==> src/rtl/acc_requant8_if.sv <==
// Stream bundle for acc_requant8: accumulator input channel and INT8 result channel.
// The design takes the slave view; the producer/consumer side takes the master view.
interface acc_requant8_if #(
  parameter int ACC_W = 32
);
  logic signed [ACC_W-1:0] acc_in;
  logic                    acc_valid;
  logic                    acc_ready;
  logic signed [7:0]       q_out;
  logic                    q_valid;
  logic                    q_ready;

  modport master (
    output acc_in, acc_valid, q_ready,
    input  acc_ready, q_out, q_valid
  );

  modport slave (
    input  acc_in, acc_valid, q_ready,
    output acc_ready, q_out, q_valid
  );
endinterface

==> src/rtl/acc_requant8.sv <==
// Requantizer: q = sat8(round((acc * M) >> SHIFT) + ZP), 3-stage valid/ready pipeline.
// Define ACC_REQUANT_RELU_EN to raise the lower clamp bound to the zero point (fused ReLU).
module acc_requant8 #(
  parameter int ACC_W = 32,
  parameter int M_W   = 16,
  parameter int SH_W  = 5,
  parameter int CNT_W = 16
) (
  input  logic                 clk,
  input  logic                 rst_n,
  acc_requant8_if.slave        bus,
  input  logic                 cfg_we,
  input  logic [M_W-1:0]       cfg_m,
  input  logic [SH_W-1:0]      cfg_shift,
  input  logic signed [7:0]    cfg_zp,
  output logic                 cfg_err,
  output logic [CNT_W-1:0]     sat_cnt,
  output logic                 busy
);
  localparam int P_W = ACC_W + M_W + 1;
  localparam int R_W = P_W + 1;
  localparam int Y_W = R_W + 1;
  localparam logic signed [Y_W-1:0] HI_Y  = Y_W'(127);
  localparam logic signed [Y_W-1:0] MIN_Y = -(Y_W'(128));
  localparam logic [SH_W-1:0]       SH_ONE = SH_W'(1);

  logic [M_W-1:0]          m_r;
  logic [SH_W-1:0]         sh_r;
  logic signed [7:0]       zp_r;
  logic                    v1_r, v2_r, v3_r;
  logic signed [P_W-1:0]   p_r;
  logic signed [R_W-1:0]   r_r;
  logic signed [7:0]       q_r;
  logic                    cfg_err_r;
  logic [CNT_W-1:0]        sat_cnt_r;

  logic                    adv_s, take_s, busy_s, cfg_ok_s;
  logic signed [P_W-1:0]   acc_ext_s, m_ext_s, p_s;
  logic signed [R_W-1:0]   rnd_s, sum_s, r_s;
  logic signed [Y_W-1:0]   y_s, lo_s;
  logic                    sat_s;
  logic signed [7:0]       q_s;

  // Handshake, config acceptance and the three datapath stages' combinational logic.
  always_comb begin
    adv_s     = !v3_r | bus.q_ready;
    take_s    = bus.acc_valid & adv_s;
    busy_s    = v1_r | v2_r | v3_r;
    cfg_ok_s  = cfg_we & !busy_s & !take_s;

    acc_ext_s = {{(P_W-ACC_W){bus.acc_in[ACC_W-1]}}, bus.acc_in};
    m_ext_s   = {{(P_W-M_W){1'b0}}, m_r};
    p_s       = acc_ext_s * m_ext_s;

    // One guard bit above the product keeps the rounding add from overflowing.
    if (sh_r == {SH_W{1'b0}}) begin
      rnd_s = {R_W{1'b0}};
    end else begin
      rnd_s = {{(R_W-1){1'b0}}, 1'b1} << (sh_r - SH_ONE);
    end
    sum_s = {p_r[P_W-1], p_r} + rnd_s;
    r_s   = sum_s >>> sh_r;

    y_s   = {r_r[R_W-1], r_r} + {{(Y_W-8){zp_r[7]}}, zp_r};
`ifdef ACC_REQUANT_RELU_EN
    lo_s  = {{(Y_W-8){zp_r[7]}}, zp_r};
`else
    lo_s  = MIN_Y;
`endif
    sat_s = (y_s > HI_Y) | (y_s < MIN_Y);
    if (y_s > HI_Y) begin
      q_s = 8'sd127;
    end else if (y_s < lo_s) begin
      q_s = lo_s[7:0];
    end else begin
      q_s = y_s[7:0];
    end
  end

  // Pipeline registers, configuration registers, error pulse and saturation counter.
  always_ff @(posedge clk) begin
    if (!rst_n) begin
      m_r       <= {{(M_W-1){1'b0}}, 1'b1};
      sh_r      <= {SH_W{1'b0}};
      zp_r      <= 8'sd0;
      v1_r      <= 1'b0;
      v2_r      <= 1'b0;
      v3_r      <= 1'b0;
      p_r       <= {P_W{1'b0}};
      r_r       <= {R_W{1'b0}};
      q_r       <= 8'sd0;
      cfg_err_r <= 1'b0;
      sat_cnt_r <= {CNT_W{1'b0}};
    end else begin
      cfg_err_r <= cfg_we & !cfg_ok_s;
      if (cfg_ok_s) begin
        m_r  <= cfg_m;
        sh_r <= cfg_shift;
        zp_r <= cfg_zp;
      end
      if (adv_s) begin
        v1_r <= bus.acc_valid;
        v2_r <= v1_r;
        v3_r <= v2_r;
        if (bus.acc_valid) begin
          p_r <= p_s;
        end
        if (v1_r) begin
          r_r <= r_s;
        end
        if (v2_r) begin
          q_r <= q_s;
          if (sat_s && (sat_cnt_r != {CNT_W{1'b1}})) begin
            sat_cnt_r <= sat_cnt_r + CNT_W'(1);
          end
        end
      end
    end
  end

  assign bus.acc_ready = adv_s;
  assign bus.q_out     = q_r;
  assign bus.q_valid   = v3_r;
  assign cfg_err       = cfg_err_r;
  assign sat_cnt       = sat_cnt_r;
  assign busy          = busy_s;
endmodule

==> src/flat_wrapper.sv <==
// flat-port wrapper written by rule: the top's interface ports become plain ports
module acc_requant8_flat 
#(
  parameter int ACC_W = 32,
  parameter int M_W   = 16,
  parameter int SH_W  = 5,
  parameter int CNT_W = 16
)
  (clk, rst_n, cfg_we, cfg_m, cfg_shift, cfg_zp, cfg_err, sat_cnt, busy, bus_acc_in, bus_acc_valid, bus_q_ready, bus_acc_ready, bus_q_out, bus_q_valid);
  acc_requant8_if #(.ACC_W(ACC_W)) bus_i ();
  input  logic clk;
  input  logic rst_n;
  input  logic cfg_we;
  input  logic [M_W-1:0] cfg_m;
  input  logic [SH_W-1:0] cfg_shift;
  input  logic signed [7:0] cfg_zp;
  output logic cfg_err;
  output logic [CNT_W-1:0] sat_cnt;
  output logic busy;
  input wire logic [$bits(bus_i.acc_in)-1:0] bus_acc_in;
  input wire logic [$bits(bus_i.acc_valid)-1:0] bus_acc_valid;
  input wire logic [$bits(bus_i.q_ready)-1:0] bus_q_ready;
  output wire logic [$bits(bus_i.acc_ready)-1:0] bus_acc_ready;
  output wire logic [$bits(bus_i.q_out)-1:0] bus_q_out;
  output wire logic [$bits(bus_i.q_valid)-1:0] bus_q_valid;
  assign bus_i.acc_in = bus_acc_in;
  assign bus_i.acc_valid = bus_acc_valid;
  assign bus_i.q_ready = bus_q_ready;
  assign bus_acc_ready = bus_i.acc_ready;
  assign bus_q_out = bus_i.q_out;
  assign bus_q_valid = bus_i.q_valid;
  acc_requant8 #(.ACC_W(ACC_W), .M_W(M_W), .SH_W(SH_W), .CNT_W(CNT_W)) u_core (.clk(clk), .rst_n(rst_n), .bus(bus_i), .cfg_we(cfg_we), .cfg_m(cfg_m), .cfg_shift(cfg_shift), .cfg_zp(cfg_zp), .cfg_err(cfg_err), .sat_cnt(sat_cnt), .busy(busy));
endmodule
==> config.mk <==
export PLATFORM = sky130hd
export DESIGN_NAME = acc_requant8_flat
export DESIGN_NICKNAME = d
export VERILOG_FILES = /design/src/rtl/acc_requant8_if.sv /design/src/rtl/acc_requant8.sv /design/src/flat_wrapper.sv
export SDC_FILE = /design/constraint.sdc
export NUM_CORES = 2
export LEC_CHECK = 0
export CORE_UTILIZATION = 50
export CTS_BUF_LIST = sky130_fd_sc_hd__clkbuf_16
export CTS_CLUSTER_SIZE = 28
export DETAILED_ROUTE_END_ITERATION = 12
export GPL_TIMING_DRIVEN = 1
export PLACE_DENSITY = 0.67
export REMOVE_ABC_BUFFERS = 1
export SYNTH_ARGS = -nofsm -noshare
export SYNTH_HDL_FRONTEND = slang
export SYNTH_SLANG_ARGS = --single-unit
==> constraint.sdc <==
create_clock -name clk -period 15.7 [get_ports clk]
set_clock_uncertainty 0.1 [all_clocks]
set_input_delay 3.14 -clock clk [delete_from_list [all_inputs] [get_ports clk]]
set_output_delay 3.14 -clock clk [all_outputs]
set_load 0.02 [all_outputs]
Word level (Yosys, flattened, before mapping)
Index checks and enable logic that the tools add are counted.
- output and inout bits: 28
- input port bits: 66
- word-level logic and storage cells: 42
- bits in registers: 156
- bitwise gates (word level): 8
- $lt $le $gt $ge: 2
- shift-type cells: 2
- equality and inequality tests: 1
- add/subtract/negate cells: 4
- $mul: 1
- multiplexer cells: 3
- reduce and logical (&&, ||, !) cells: 10
- operator list (cell ; number):
    50-bit by 8-bit adder with 51-bit output ; 1
    51-bit by 8-bit greater-than comparator with 1-bit output (second input constant) ; 1
    51-bit by 8-bit less-than comparator with 1-bit output (second input constant) ; 1
    50-bit adder ; 1
    50-bit two-way mux ; 1
    1-bit by 5-bit left shift with 50-bit output (first input constant) ; 1
    50-bit by 5-bit >>> shifter with 50-bit output ; 1
    32-bit by 17-bit multiplier with 49-bit output ; 1
    16-bit by 1-bit adder with 16-bit output (second input constant) ; 1
    8-bit two-way mux ; 2
    16-bit inequality test (second input constant) ; 1
    2-bit AND reduction ; 3
    5-bit logical NOT ; 1
    5-bit by 1-bit subtractor with 5-bit output (second input constant) ; 1
    1-bit AND ; 4
    1-bit logical NOT ; 4
    1-bit bitwise OR ; 4
    3-bit AND reduction ; 1
    1-bit logical AND ; 1

Longest topological paths before layout
- word-level depth: 7
- gate-level depth with buffers: 28
- gate-level depth less buffers: 27

Worst setup path after synthesis
No wires, ideal clock.
- path type: in2reg
- start: in bus_acc_in[5]
- end: reg u_core.p_r[47]
- library setup time: 117 ps
- arrival time: 9778 ps
- path buffers: 0
- required time: 15483 ps
- cell stages on the path: 25
- setup slack: 5705 ps
- cell sequence: and2_1 fa_1 inv_1 fa_1 fa_1 fa_1 inv_1 fa_1 inv_1 fa_1 inv_1 ha_1 a2111o_1 a2111oi_0 nor3_1 a21oi_1 o31ai_1 a2111oi_0 o21ai_0 a21oi_1 o21a_1 o21ai_0 a21oi_1 mux2i_1 nor2_1
- cells in the longest elaborated chain, start to end: 1
- ends and longest elaborated chain (what ; RTL line ; text):
    start, declared ; flat_wrapper.sv:20 ; input wire logic [$bits(bus_i.acc_in)-1:0] bus_acc_in;
    32-bit by 17-bit multiplier with 49-bit output ; acc_requant8.sv:53 ; p_s = acc_ext_s * m_ext_s;
    end signal, assigned ; acc_requant8.sv:89 ; p_r <= {P_W{1'b0}};
    end signal, assigned ; acc_requant8.sv:106 ; p_r <= p_s;
    end, declared ; acc_requant8.sv:31 ; logic signed [P_W-1:0] p_r;
Every way passes these cells.
A chain may end at the register's enable or synchronous reset.

Final worst setup path
- start: in bus_acc_in[8]
- end: reg u_core.p_r[47]
The elaborated chain is that of the path after synthesis.

==> impl_metrics.yaml <==
floorplan:
  fp.dieW_um: 258
  initial_core_util: 0.507
  die_area_um2: 66500
  ioPinCount: 94
  core_area_um2: 64600
  die_h_um: 258
  num_rows: 93
yosys:
  synth-edff-count: 0
  syn_avg_cell_area_um2: 7.88
  synth_most_common_cell: "inv_1"
  ys.flop_type: "dfxtp_1"
  netlist_instances: 4151
  synth_top_area_cell: "fa_1"
  seq_area_frac_synth: 0.0955
  synth.area.top_cells: "fa_1 30%, dfxtp_1 9.5%, ha_1 7.7%"
  ys_types: 86
  netlist_area_um2: 32700
  ys_top_cells_by_count: "630 x inv_1, 617 x nand2_1, 491 x fa_1"
  yosysWarnings: 0
  synth.top_cell.area_share: 0.300
  async_flop_share: 0
  synth-seq-cells: 156
routing:
  wl_um: 89300
  ant_nets: 0
  drc: 0
  vias: 28400
  drt_iter0_drc: 2295
  drt-pass1-iter-count: 5
  wl_per_cell_um: 18.1
  vias_per_cell: 5.75
critical_path:
  critPathKind: "input port to flip-flop"
  crit_required_ps: 15950
  endpoint_kind: "flip-flop"
  worstPathArrival_ps: 11450
  worst-path-max-fanout: 16
  start_kind: "input port"
placement:
  gp_congestion: 1.04
  numPortBuffers: 93
  place_area_um2: 34100
  dp_hpwl_um: 70900
  placed_cells: 4910
finish:
  antenna_cells: 0
  nNetsFinal: 4833
  design_area_um2: 34700
  final_util: 0.538
  instances_no_fill: 4942
  num-fill-cells: 6243
  areaGrowthSynthToFinish_pct: 6.14
  drive_gt1_frac: 0.0313
clocking:
  path_clk_slew_ps: 70
  cts_buffer_depth: 2
  clock_sinks: 156
  post_cts_buffers: 0
  cts_resized: 0
  cts_buffers: 17
  h-tree-depth: 4
  ctsHoldBuffers: 0
  root_buffer: "clkbuf_16"
  cts_tree: "done"
  clk_latency_ps: 470
global_route:
  antenna_found_initial: 1
  overflow: 0
  grt_pass1_vias: 28900
  grt_pass1_wl_um: 151000
  grt_usage: 0.279
  grt_max_degree: 64
sta:
  finalCritPeriodShare: 0.713
  rsz0062_at_grt: "false"
  final_max_slew_viol_count: 0
  finalSetupViolCount: 0
  fin_setup_tns_ps: 0
  worst_slew_margin_rel: 0.288
  fmax_mhz: 89.3
  worst_pin_slew_ps: 1070
  hold_viol_final: 0
  min_period_ps: 11200
power:
  leakagePower_nw: 16.3
  peakVddDrop_uv: 65.7
  power.density_nw_per_um2: 80.7
status:
  outcome: "completed"
job:
  cap_viol_max_count: 0
hold_path:
  hp-class: "flip-flop to flip-flop"
==> kinds of logic (layout without fill, tap and decap cells) <==
logic type	after synthesis	in the layout	share of synthesized area
flops	156	156	0.0955
xor+xnor	123	123	0.0329
compound gates	837	837	0.164
fa+ha+maj	693	693	0.378
buf+inv	860	796	0.0992
simple gates	1395	1395	0.201
mux	87	87	0.0297
==> power breakdown <==
group	switching (mW)	internal, mW	leakage [nW]	total, mW
Combinational	1.11	0.737	14.7	1.84
Sequential	0.0694	0.464	1.28	0.533
Clock	0.197	0.227	0.295	0.424
==> critical path: stages <==
cell	delay, ps
clkdlybuf4s50_1	770
and2_1	370
fa_1	530
inv_1	50
fa_1	460
fa_1	480
fa_1	500
inv_1	60
fa_1	540
inv_1	60
fa_1	530
inv_1	40
ha_1	350
a2111o_1	460
a2111oi_0	400
nor3_1	210
a21oi_1	370
o31ai_1	130
buf_4	170
a2111oi_0	530
o21ai_0	210
a21oi_1	330
o21a_1	180
o21ai_0	140
a21oi_1	200
mux2i_1	190
nor2_1	50
==> final cells by class <==
cell class / instances / area, µm² / area share
sequential: 156 / 3130 / 0.0901
inverter: 635 / 2380 / 0.0687
timing repair buffer: 129 / 1200 / 0.0345
clock buffer: 17 / 425 / 0.0123
multi-input combinational: 3135 / 26300 / 0.759
clock inverter: 15 / 171 / 0.00494
tap: 855 / 1070 / 0.0308
==> through the flow <==
stage / setup slack (ps) / hold WS, ps / total power [mW]
floorplan: 5700 / 334 / 1.90
global placement: 4100 / 343 / 2.35
detailed placement: 4060 / 349 / 2.37
CTS: 4510 / 359 / 2.80
global route: 3870 / 375 / 3.09
finish: 4500 / 358 / 2.80
==> sequential cells by signal, indices dropped and copies added, names as in the netlist <==
name and cells:
u_core.bus.q_out 8, u_core.r_r 50, u_core.v1_r 1, u_core.zp_r 8, u_core.v2_r 1, u_core.bus.q_valid 1
u_core.cfg_err 1, u_core.sh_r 5, u_core.sat_cnt 16, u_core.p_r 49, u_core.m_r 16
==> per-layer routing <==
layer | track usage | routed length [µm] | share of wire
met1 | 0.384 | 39900 | 0.45
met2 | 0.466 | 42600 | 0.48
met3 | 0.0297 | 4820 | 0.054
met4 | 0.0736 | 2020 | 0.023
met5 | 0 | 0 | 0
==> layout by cell type, fill, tap and decap left out, types with 16 or more instances in the layout <==
cell type,synthesis,routed
clkbuf_16,0,17
inv_1,630,628
and2_1,258,257
nand2_1,617,616
buf_4,0,36
o211ai_1,34,34
o21bai_1,21,21
or3_1,24,24
ha_1,202,202
o31ai_1,18,18
fa_1,491,491
o21a_1,24,24
mux2_2,21,21
clkdlybuf4s50_1,0,92
o21ai_0,144,144
a31oi_1,16,16
nand4_1,48,48
and3_1,23,23
nor3_1,63,63
nand3_1,63,63
or4_1,16,16
xnor2_1,83,83
a21o_1,65,65
nand2b_1,18,18
xor2_1,40,40
a21oi_1,305,305
nor2_1,208,208
dfxtp_1,156,153
mux2i_1,60,60
a211oi_1,38,38
==> final timing paths <==
| kind | start | end | slack (ps) | depth (start not counted) |
|---|---|---|---|---|
| max | bus_acc_in[8] | u_core.p_r[47] | 4500 | 27 |
| min | u_core.m_r[1] | u_core.m_r[1] | 360 | 2 |
| max reg2reg | u_core.sh_r[1] | u_core.r_r[34] | 7270 | 23 |
| min reg2reg | u_core.m_r[1] | u_core.m_r[1] | 360 | 2 |
No activity file was read; power rests on OpenSTA's default activity.
